$ cat config.mk
export PLATFORM = sky130hd
export DESIGN_NAME = baud_gen_r
export DESIGN_NICKNAME = d
export VERILOG_FILES = /design/src/rtl/uart_pkg.sv /design/src/rtl/baud_div_counter.sv /design/src/rtl/baud_gen_r.sv
export SDC_FILE = /design/constraint.sdc
export NUM_CORES = 1
export LEC_CHECK = 0
export ABC_AREA = 1
export BUFFER_PORTS_ARGS = -buffer_cell sky130_fd_sc_hd__buf_2
export CORE_MARGIN = 2
export CORE_UTILIZATION = 50
export CTS_CLUSTER_DIAMETER = 200
export DETAILED_ROUTE_END_ITERATION = 10
export PLACE_DENSITY = 0.67
export SLEW_MARGIN = 10
export SYNTH_ARGS = -nofsm -noshare
export SYNTH_HDL_FRONTEND = slang
export SYNTH_SLANG_ARGS = --single-unit
$ cat constraint.sdc
create_clock -name clock -period 2.32 [get_ports clock]
set_input_delay 0 -clock clock [delete_from_list [all_inputs] [get_ports clock]]
set_output_delay 0 -clock clock [all_outputs]
set_load 0.01 [all_outputs]
$ cat src/rtl/uart_pkg.sv
// Shared UART clocking definitions: default clock/oversample rates, the
// standard baud constants, rate-select encoding and the half-period formula.
package uart_pkg;

    localparam int unsigned CLK_FREQ_DEFAULT   = 50_000_000;
    localparam int unsigned OVERSAMPLE_DEFAULT = 16;

    localparam int unsigned BAUD0_DEFAULT = 2400;
    localparam int unsigned BAUD1_DEFAULT = 4800;
    localparam int unsigned BAUD2_DEFAULT = 9600;
    localparam int unsigned BAUD3_DEFAULT = 19200;

    typedef enum logic [1:0] {
        BAUD_2400  = 2'b00,
        BAUD_4800  = 2'b01,
        BAUD_9600  = 2'b10,
        BAUD_19200 = 2'b11
    } baud_sel_t;

    // Clocks per half period of the oversampling clock, rounded down after
    // adding half a full period's worth of bias.
    function automatic int unsigned half_count(input int unsigned clk,
                                               input int unsigned baud,
                                               input int unsigned os);
        return (clk + baud * os) / (2 * baud * os);
    endfunction

endpackage

$ cat src/rtl/baud_div_counter.sv
// Generic half-period counter with toggle flop; the parent supplies the
// terminal-count compare and any restart (clear) condition.
module baud_div_counter #(
    parameter int unsigned CNT_W = 16
) (
    input  logic             clock,
    input  logic             reset,
    input  logic             clear,
    input  logic             enable,
    input  logic             terminal,
    output logic [CNT_W-1:0] count,
    output logic             clk_out
);

    // clear restarts the half period without touching the output level
    always_ff @(posedge clock) begin
        if (reset) begin
            count   <= '0;
            clk_out <= 1'b0;
        end else if (clear) begin
            count   <= '0;
        end else if (enable) begin
            if (terminal) begin
                count   <= '0;
                clk_out <= ~clk_out;
            end else begin
                count   <= count + CNT_W'(1);
            end
        end
    end

endmodule

$ cat src/rtl/baud_gen_r.sv
// Receive-side baud generator: 50 % duty clock at OVERSAMPLE x the baud
// rate picked by baud_rate, restarting the half period on any rate change.
module baud_gen_r
    import uart_pkg::*;
#(
    parameter int unsigned CLK_FREQ   = CLK_FREQ_DEFAULT,
    parameter int unsigned OVERSAMPLE = OVERSAMPLE_DEFAULT,
    parameter int unsigned BAUD0      = BAUD0_DEFAULT,
    parameter int unsigned BAUD1      = BAUD1_DEFAULT,
    parameter int unsigned BAUD2      = BAUD2_DEFAULT,
    parameter int unsigned BAUD3      = BAUD3_DEFAULT,
    parameter int unsigned CNT_W      = 16
) (
    input  logic       clock,
    input  logic       reset_n,
    input  logic [1:0] baud_rate,
    output logic       baud_clk
);

    localparam logic [CNT_W-1:0] HALF0 = CNT_W'(half_count(CLK_FREQ, BAUD0, OVERSAMPLE));
    localparam logic [CNT_W-1:0] HALF1 = CNT_W'(half_count(CLK_FREQ, BAUD1, OVERSAMPLE));
    localparam logic [CNT_W-1:0] HALF2 = CNT_W'(half_count(CLK_FREQ, BAUD2, OVERSAMPLE));
    localparam logic [CNT_W-1:0] HALF3 = CNT_W'(half_count(CLK_FREQ, BAUD3, OVERSAMPLE));

    baud_sel_t        sel_q;
    logic [CNT_W-1:0] half_sel;
    logic [CNT_W-1:0] count;
    logic             rate_change;
    logic             terminal;

    // The copy follows the input every edge, which matches loading it only
    // on reset or on a detected mismatch.
    always_ff @(posedge clock) begin
        sel_q <= baud_sel_t'(baud_rate);
    end

    always_comb begin
        half_sel = HALF0;
        case (sel_q)
            BAUD_2400:  half_sel = HALF0;
            BAUD_4800:  half_sel = HALF1;
            BAUD_9600:  half_sel = HALF2;
            BAUD_19200: half_sel = HALF3;
            default:    half_sel = HALF0;
        endcase
    end

    assign rate_change = (baud_sel_t'(baud_rate) != sel_q);
    assign terminal    = (count == half_sel - CNT_W'(1));

    baud_div_counter #(
        .CNT_W (CNT_W)
    ) u_div (
        .clock    (clock),
        .reset    (reset_n),
        .clear    (rate_change),
        .enable   (1'b1),
        .terminal (terminal),
        .count    (count),
        .clk_out  (baud_clk)
    );

endmodule

Word-level counts from Yosys, hierarchy flattened
Cells that the tools add are included.

word-level totals
  register bits after elaboration = 19
  bits of input ports = 4
  output and inout bits = 1
  logic and storage cells = 16

cells by class
  $add $sub $neg = 2
  equality and inequality tests = 5
  muxes and demuxes = 1
  bitwise logic cells = 2
  reductions and logical operators = 3

operators with widths
  operator                 count
  $pmux W16 S4             1
  $add A16 B1 Y16 const B  1
  $eq A16 B16 Y1           1
  $sub A16 B1 Y16 const B  1
  $eq A2 B2 Y1 const B     2
  $reduce_or A3 Y1         1
  $eq A2 B1 Y1 const B     1
  $logic_not A2 Y1         1
  $ne A2 B2 Y1             1
  $not A1 Y1               2
  $reduce_and A2 Y1        1

Depth between registers and ports, before layout
Gate-level depths: netlist (run 1).

  word-level depth = 5
  depth in mapped cells = 13

Modules after synthesis
A second synthesis (run 1) with hierarchy kept.

unflattened totals
  cells, all modules = 181
  area, all modules = 1260.0 µm²

modules (own cells, without submodules)
  module            instances  cells an instance  area each (µm²)  sequential area each (µm²)
  baud_div_counter  1          124                913.4            340.3
  baud_gen_r        1          57                 346.6            40.0

Worst setup path after synthesis (run 1)
OpenSTA, ideal clock, no wires.

  path kind = register to register
  start point = register sel_q[1]
  end point = register u_div.count[0]
  data arrival time = 1.699 ns
  data required time = 2.200 ns
  setup slack = 0.501 ns
  stages on the path, launching flop included = 11
  buffers on the path = 1
  cells stage by stage = dfxtp_1 > inv_1 > ha_1 > ha_1 > xor2_1 > nand2_1 > nor2b_1 > nand3_2 > nand3_2 > buf_6 > nor2_1

on the way
  word-level cells in the longest chain between the ends = 5

ends and longest elaborated chain
  element                                RTL line                source
  start, declared                        baud_gen_r.sv:25        baud_sel_t sel_q;
  start signal, assigned                 baud_gen_r.sv:34        sel_q <= baud_sel_t'(baud_rate);
  $eq A2 B2 Y1 (tied with other cells)   baud_gen_r.sv:39        case (sel_q)
  $pmux W16 S4                           baud_gen_r.sv:39
  $sub A16 B1 Y16                        baud_gen_r.sv:49        assign terminal = (count == half_sel - CNT_W'(1));
  $eq A16 B16 Y1                         baud_gen_r.sv:49
  $reduce_or A3 Y1 (no source line) (*)  n/a
  end signal, assigned                   baud_div_counter.sv:27  count <= count + CNT_W'(1);
  end, declared                          baud_div_counter.sv:11  output logic [CNT_W-1:0] count,

Every way passes the cells marked *; elsewhere a longest branch is shown, timed or not. The select of a mux whose other input is x is not followed.
A chain may end at the register's enable or synchronous reset.

Worst setup path after layout (run 1)
  start point = register sel_q[1]
  end point = register u_div.count[10]

Same word-level chain as after synthesis.

==> results of run 1 <==
critical path, cell delays in order (launching register included):
cell and delay (ns):
dfxtp_1 0.39, inv_1 0.11, ha_1 0.24, ha_1 0.31, xor2_1 0.17, nand2_1 0.08, nor2b_1 0.16, nand3_2 0.11
nand3_2 0.27, nor2_1 0.08
through the flow:
step / utilization, % / setup WS, ns / power (mW)
6_report: 56.3 / 0.290 / 0.583
5_1_grt: 56.3 / 0.0809 / 0.622
4_1_cts: 56.3 / 0.265 / 0.594
3_5_place_dp: 54.0 / 0.302 / 0.417
3_3_place_gp: 54.0 / 0.356 / 0.415
2_1_floorplan: - / 0.501 / 0.401
power by group:
part / switching, mW / total (mW) / internal (mW)
Sequential: 0.00538 / 0.335 / 0.330
Combinational: 0.0480 / 0.0783 / 0.0303
Clock: 0.102 / 0.169 / 0.0671
Total: 0.156 / 0.583 / 0.427
final timing paths:
path,end,cells after the start,slack (ns)
worst max-delay path,u_div.count[10],9,0.29
worst min-delay path,sel_q[0],2,0.35
worst max register to register,u_div.count[10],9,0.29
worst min register to register,u_div.count[14],2,0.49
state kept, by name (all words and copies together) (netlist names):
signal / cells
u_div.count: 16
u_div.clk_out: 1
sel_q: 2
layout by cell type (no fill, tap or decap), drive strengths merged:
cell         instances
nor2                35
xor2                 9
dlygate4sd3          3
inv                 27
nand2               55
buf                  4
o21ai                1
nand4                2
nor4                 1
nor3                 6
ha                   8
or2                  2
dfxtp               19
xnor2                4
clkbuf               4
a21oi                4
nand3               15
nor2b                1
routing by layer:
metal  routed length (um)  vias up  GRT usage [%]
met2                 1210        9           35.3
met4                   35        0           8.75
li1                     -      601              -
met1                 1250      494           25.0
met3                   38        4           2.46
met5                    0        -              0
layout make-up:
type                       count  area (um2)  area share [%]
clock buffer                   4        26.3            1.90
inverter                      27         101            7.34
multi-input combinational    143         786            56.9
sequential                    19         380            27.5
tap                           30        37.5            2.72
timing repair buffer           7        50.0            3.62
kinds of logic (layout without fill, tap and decap cells):
logic type	after synthesis	count (layout)	synth area share [%]
AOI/OAI and AO/OA	5	5	1.96
xor gates and xnor gates	13	13	8.90
adders and majority gates	8	8	7.83
buffers and inverters	28	38	8.81
DFF	19	19	29.7
and+or+nand+nor	117	117	42.8
cell usage after synthesis:
library cell   n
nand2_1       55
nor2_1        31
inv_1         25
dfxtp_1       19
xor2_1         9
ha_1           8
nand3_1        8
nand3_2        7
nor3_1         5
a21oi_1        4
xnor2_1        4
inv_2          2
nand4_1        2
nor2_2         2
nor2_4         2
or2_2          2
buf_6          1
nor2b_1        1
nor3_4         1
nor4_1         1
o21ai_0        1
==> impl_metrics.toml, run 1 <==
[finish]
fin_cells = 230
drive_above_1_share_pct = 11.5
design_area_um2 = 1380
insertedDiodeCount = 0
syn_to_final_growth_pct = 8.02
fillers = 247
final_nets = 213

[pwr]
p_per_area_nw_per_um2 = 422
irDropWorstVdd_mv = 0.299
leakage_nw = 0.610

[floorplan]
start_util_pct = 52.1
die-area_um2 = 2980
rows = 18
core-area_um2 = 2450
die_w_um = 54.6
chipHeight_um = 54.6
io_pins = 5

[logic_synthesis]
synth_cell_types = 21
synth_area_um2 = 1280
synthTopCellsByArea = "dfxtp_1 30%, nand2_1 16%, nor2_1 9.1%"
synth.yosys.seq_area_share_pct = 29.7
avgSynthCellArea_um2 = 6.73
synth_nets = 202
yosysTopAreaCell = "dfxtp_1"
synth_cells = 190
yosysTopAreaCellShare_pct = 29.7
ys_ff_latch = 19
yosysWarnings = 0

[sta]
setup_viol = 0
whs_ns = 0.352
rsz0062_at_grt = "false"
fin_crit_sh_pct = 87.5
skew_ns = 0.00819
setup_tns_ns = 0
tightest_slew_ns = 0.340
hold_viol = 0
slew_violations = 0
max_slew_margin_pct = 77.3
max_freq_mhz = 493
period_minus_slack_ns = 2.03

[clock_tree]
hold_buffers = 3
cts_tree = "done"
clk_latency_ns = 0.30
postCtsSetupRepairBufs = 0
clk_pin_slew_ns = 0.11
cts_num_sinks = 19
cts_root_buffer = "clkbuf_4"
cts_buffers = 3
cts-resized-gates = 0
h-tree-depth = 1
clockBufferDepth = 2

[place]
io_buffers = 4
dp_cells = 223
dpl_cell_area_um2 = 1330
place_hpwl_mm = 2.01
globalplace.congestion = 0.830

[min_path]
worstHoldPathType = "in -> reg"
min_from = "baud_rate[0]"

[critical_path]
path_class = "reg -> reg"
rr_startpoint = "sel_q[1]"
cp-start-kind = "flop"
crit_arrival_ns = 2.22
cp_max_fo = 16
crit_path_start = "sel_q[1]"
cp-end-kind = "flop"
crit_required_ns = 2.51

[routing]
num_vias = 1108
vias_per_cell = 4.82
antenna_left = 0
wl_mm = 2.53
routedWlPerCell_um = 11.0
drt_pass1_iterations = 4
post-route-drc-count = 0
drt-initial-drc-count = 15

[global_route]
grt_first_pass_wirelength_mm = 4.30
grt_usage_pct = 20.3
grt_pass1_vias = 998
grt-ovfl-total = 0
grt_max_degree = 17
antenna_found_initial = 0

[flow_run]
cap_violations = 0

[status]
status = "complete, no violations"
Note: power is estimated with default switching activity, not from simulation.
==> run 2: changes to the inputs <==
CORE_UTILIZATION = 60   (was 50)
PLACE_DENSITY = 0.78   (was 0.67)
clock period = 2.3 ns   (was 2.32 ns; I/O delays follow)
==> run 2 against run 1 <==
  * Via count is 2.3% higher
  * Non-clock buffer count stayed put
  * Critical path type unchanged
  * Largest cell class unchanged
  * Sequential cell count stayed put
  * Die area is 15% lower
==> impl_metrics.toml, run 2 (synthesis gave the netlist of run 1 again) <==
[status]
status = "complete, no violations"

[routing]
wl_mm = 2.38
num_vias = 1133
post-route-drc-count = 0
drt-initial-drc-count = 42
drt_pass1_iterations = 4
antenna_left = 0
routedWlPerCell_um = 10.5
vias_per_cell = 4.99

[place]
io_buffers = 4
dpl_worst_slack_ns = 0.328
place_hpwl_mm = 1.89
globalplace.congestion = 0.843

[clock_tree]
cts_buffers = 3
h-tree-depth = 1
cts_tree = "done"
clk_pin_slew_ns = 0.11
cts_root_buffer = "clkbuf_4"
cts-resized-gates = 0
clk_latency_ns = 0.30
postCtsSetupRepairBufs = 0
clockBufferDepth = 2
cts_num_sinks = 19
hold_buffers = 3

[critical_path]
crit_required_ns = 2.52
crit_path_frequent_cell = "nand2_1"
critPathSlowestCell = "dfxtp_1"
crit_arrival_ns = 2.23
path_cells = "inv_1, ha_1, ha_1, nor2_1, nand2_1, nand2_1, inv_1, nand2_1, nand2_1, nand3_2, nand3_2, nor3_1"
cp-end-kind = "flop"
cp_max_fo = 16
cp-start-kind = "flop"
cp_top_family = "simple AND/OR/NAND/NOR gates"
cpPeakStageDelay_ns = 0.39
crit_buf_inv = 2
path_class = "reg -> reg"

[sta]
setup_tns_ns = 0
hold_viol = 0
tightest_slew_ns = 0.323
max_slew_margin_pct = 78.5
rsz0062_at_grt = "false"
slew_violations = 0
skew_ns = 0.00237
whs_ns = 0.352
setup_viol = 0
fin_crit_sh_pct = 87.1
max_freq_mhz = 499
period_minus_slack_ns = 2.00
postLayoutSetupSlackWorst_ns = 0.296

[floorplan]
die-area_um2 = 2520
io_pins = 5
start_util_pct = 64.5
chipHeight_um = 50.2
rows = 16
die_w_um = 50.2
core-area_um2 = 1980

[finish]
largestRegisters = "u_div.count x16, sel_q x2, u_div.clk_out x1"
drive_above_1_share_pct = 11.5
final_cell_mix = "55 x nand2_1, 31 x nor2_1, 25 x inv_1"
final_nets = 213
syn_to_final_growth_pct = 7.73
final_common_cell = "nand2_1"
insertedDiodeCount = 0
largest_reg_flops = 16
largest_register = "u_div.count"

[min_path]
worstHoldPathType = "in -> reg"

[global_route]
grt_first_pass_wirelength_mm = 4.18
grt_usage_pct = 21.5
grt-ovfl-total = 0
grt_pass1_vias = 1022
grt_max_degree = 17
antenna_found_initial = 0

[pwr]
p_per_area_nw_per_um2 = 428
leakage_nw = 0.610
irDropWorstVdd_mv = 0.437

[flow_run]
cap_violations = 0
## run 2: cell counts in the layout (fill, tap and decap cells not counted)
No cell type changed its count.
## run 2: final cells by class
type                    count  area, um2
fillers                   164        604
inverters                  27        101
flip-flops and latches     19        380
clock buffers               4       26.3
multi-input cells         143        786
well taps                  27       33.8
repair buffers              7       50.0
## run 2: path summary, 6_finish.rpt
| check | from | end | slack (ns) | cells past startpoint |
|---|---|---|---|---|
| worst max-delay path | sel_q[1] | u_div.count[11] | 0.30 | 12 |
| worst min-delay path | baud_rate[0] | sel_q[0] | 0.35 | 2 |
| worst max register to register | sel_q[1] | u_div.count[11] | 0.30 | 12 |
| worst min register to register | u_div.count[14] | u_div.count[14] | 0.50 | 2 |
## run 2: power by group
group          switching, mW  total [mW]  leakage (nW)  internal (mW)
Clock                  0.107       0.174        0.0150         0.0677
Sequential           0.00543       0.338         0.154          0.333
Combinational         0.0464      0.0769         0.441         0.0305
## run 2: worst reg2reg max path: stages, from the launching register on
cell     delay [ns]
dfxtp_1        0.39
inv_1          0.11
ha_1           0.24
ha_1           0.21
nor2_1         0.10
nand2_1        0.05
nand2_1        0.08
inv_1          0.04
nand2_1        0.06
nand2_1        0.07
nand3_2        0.08
nand3_2        0.26
nor3_1         0.24
## run 2: through the flow
stage	cells	utilization, %	power, mW	cell area [um2]
after global placement	220	66.7	0.417	1320
after detailed placement	220	66.7	0.418	1320
after CTS	227	69.5	0.592	1380
after global routing	227	69.5	0.619	1380
after floorplan	190	-	0.405	1280
final	227	69.5	0.589	1380
## run 2: per-layer routing
layer | vias to the layer above | GRT usage, % | wire length (um)
li1 | 603 | - | -
met5 | - | 0 | 0
met4 | 0 | 6.94 | 23
met3 | 3 | 2.68 | 105
met2 | 28 | 35.7 | 1090
met1 | 499 | 28.7 | 1170
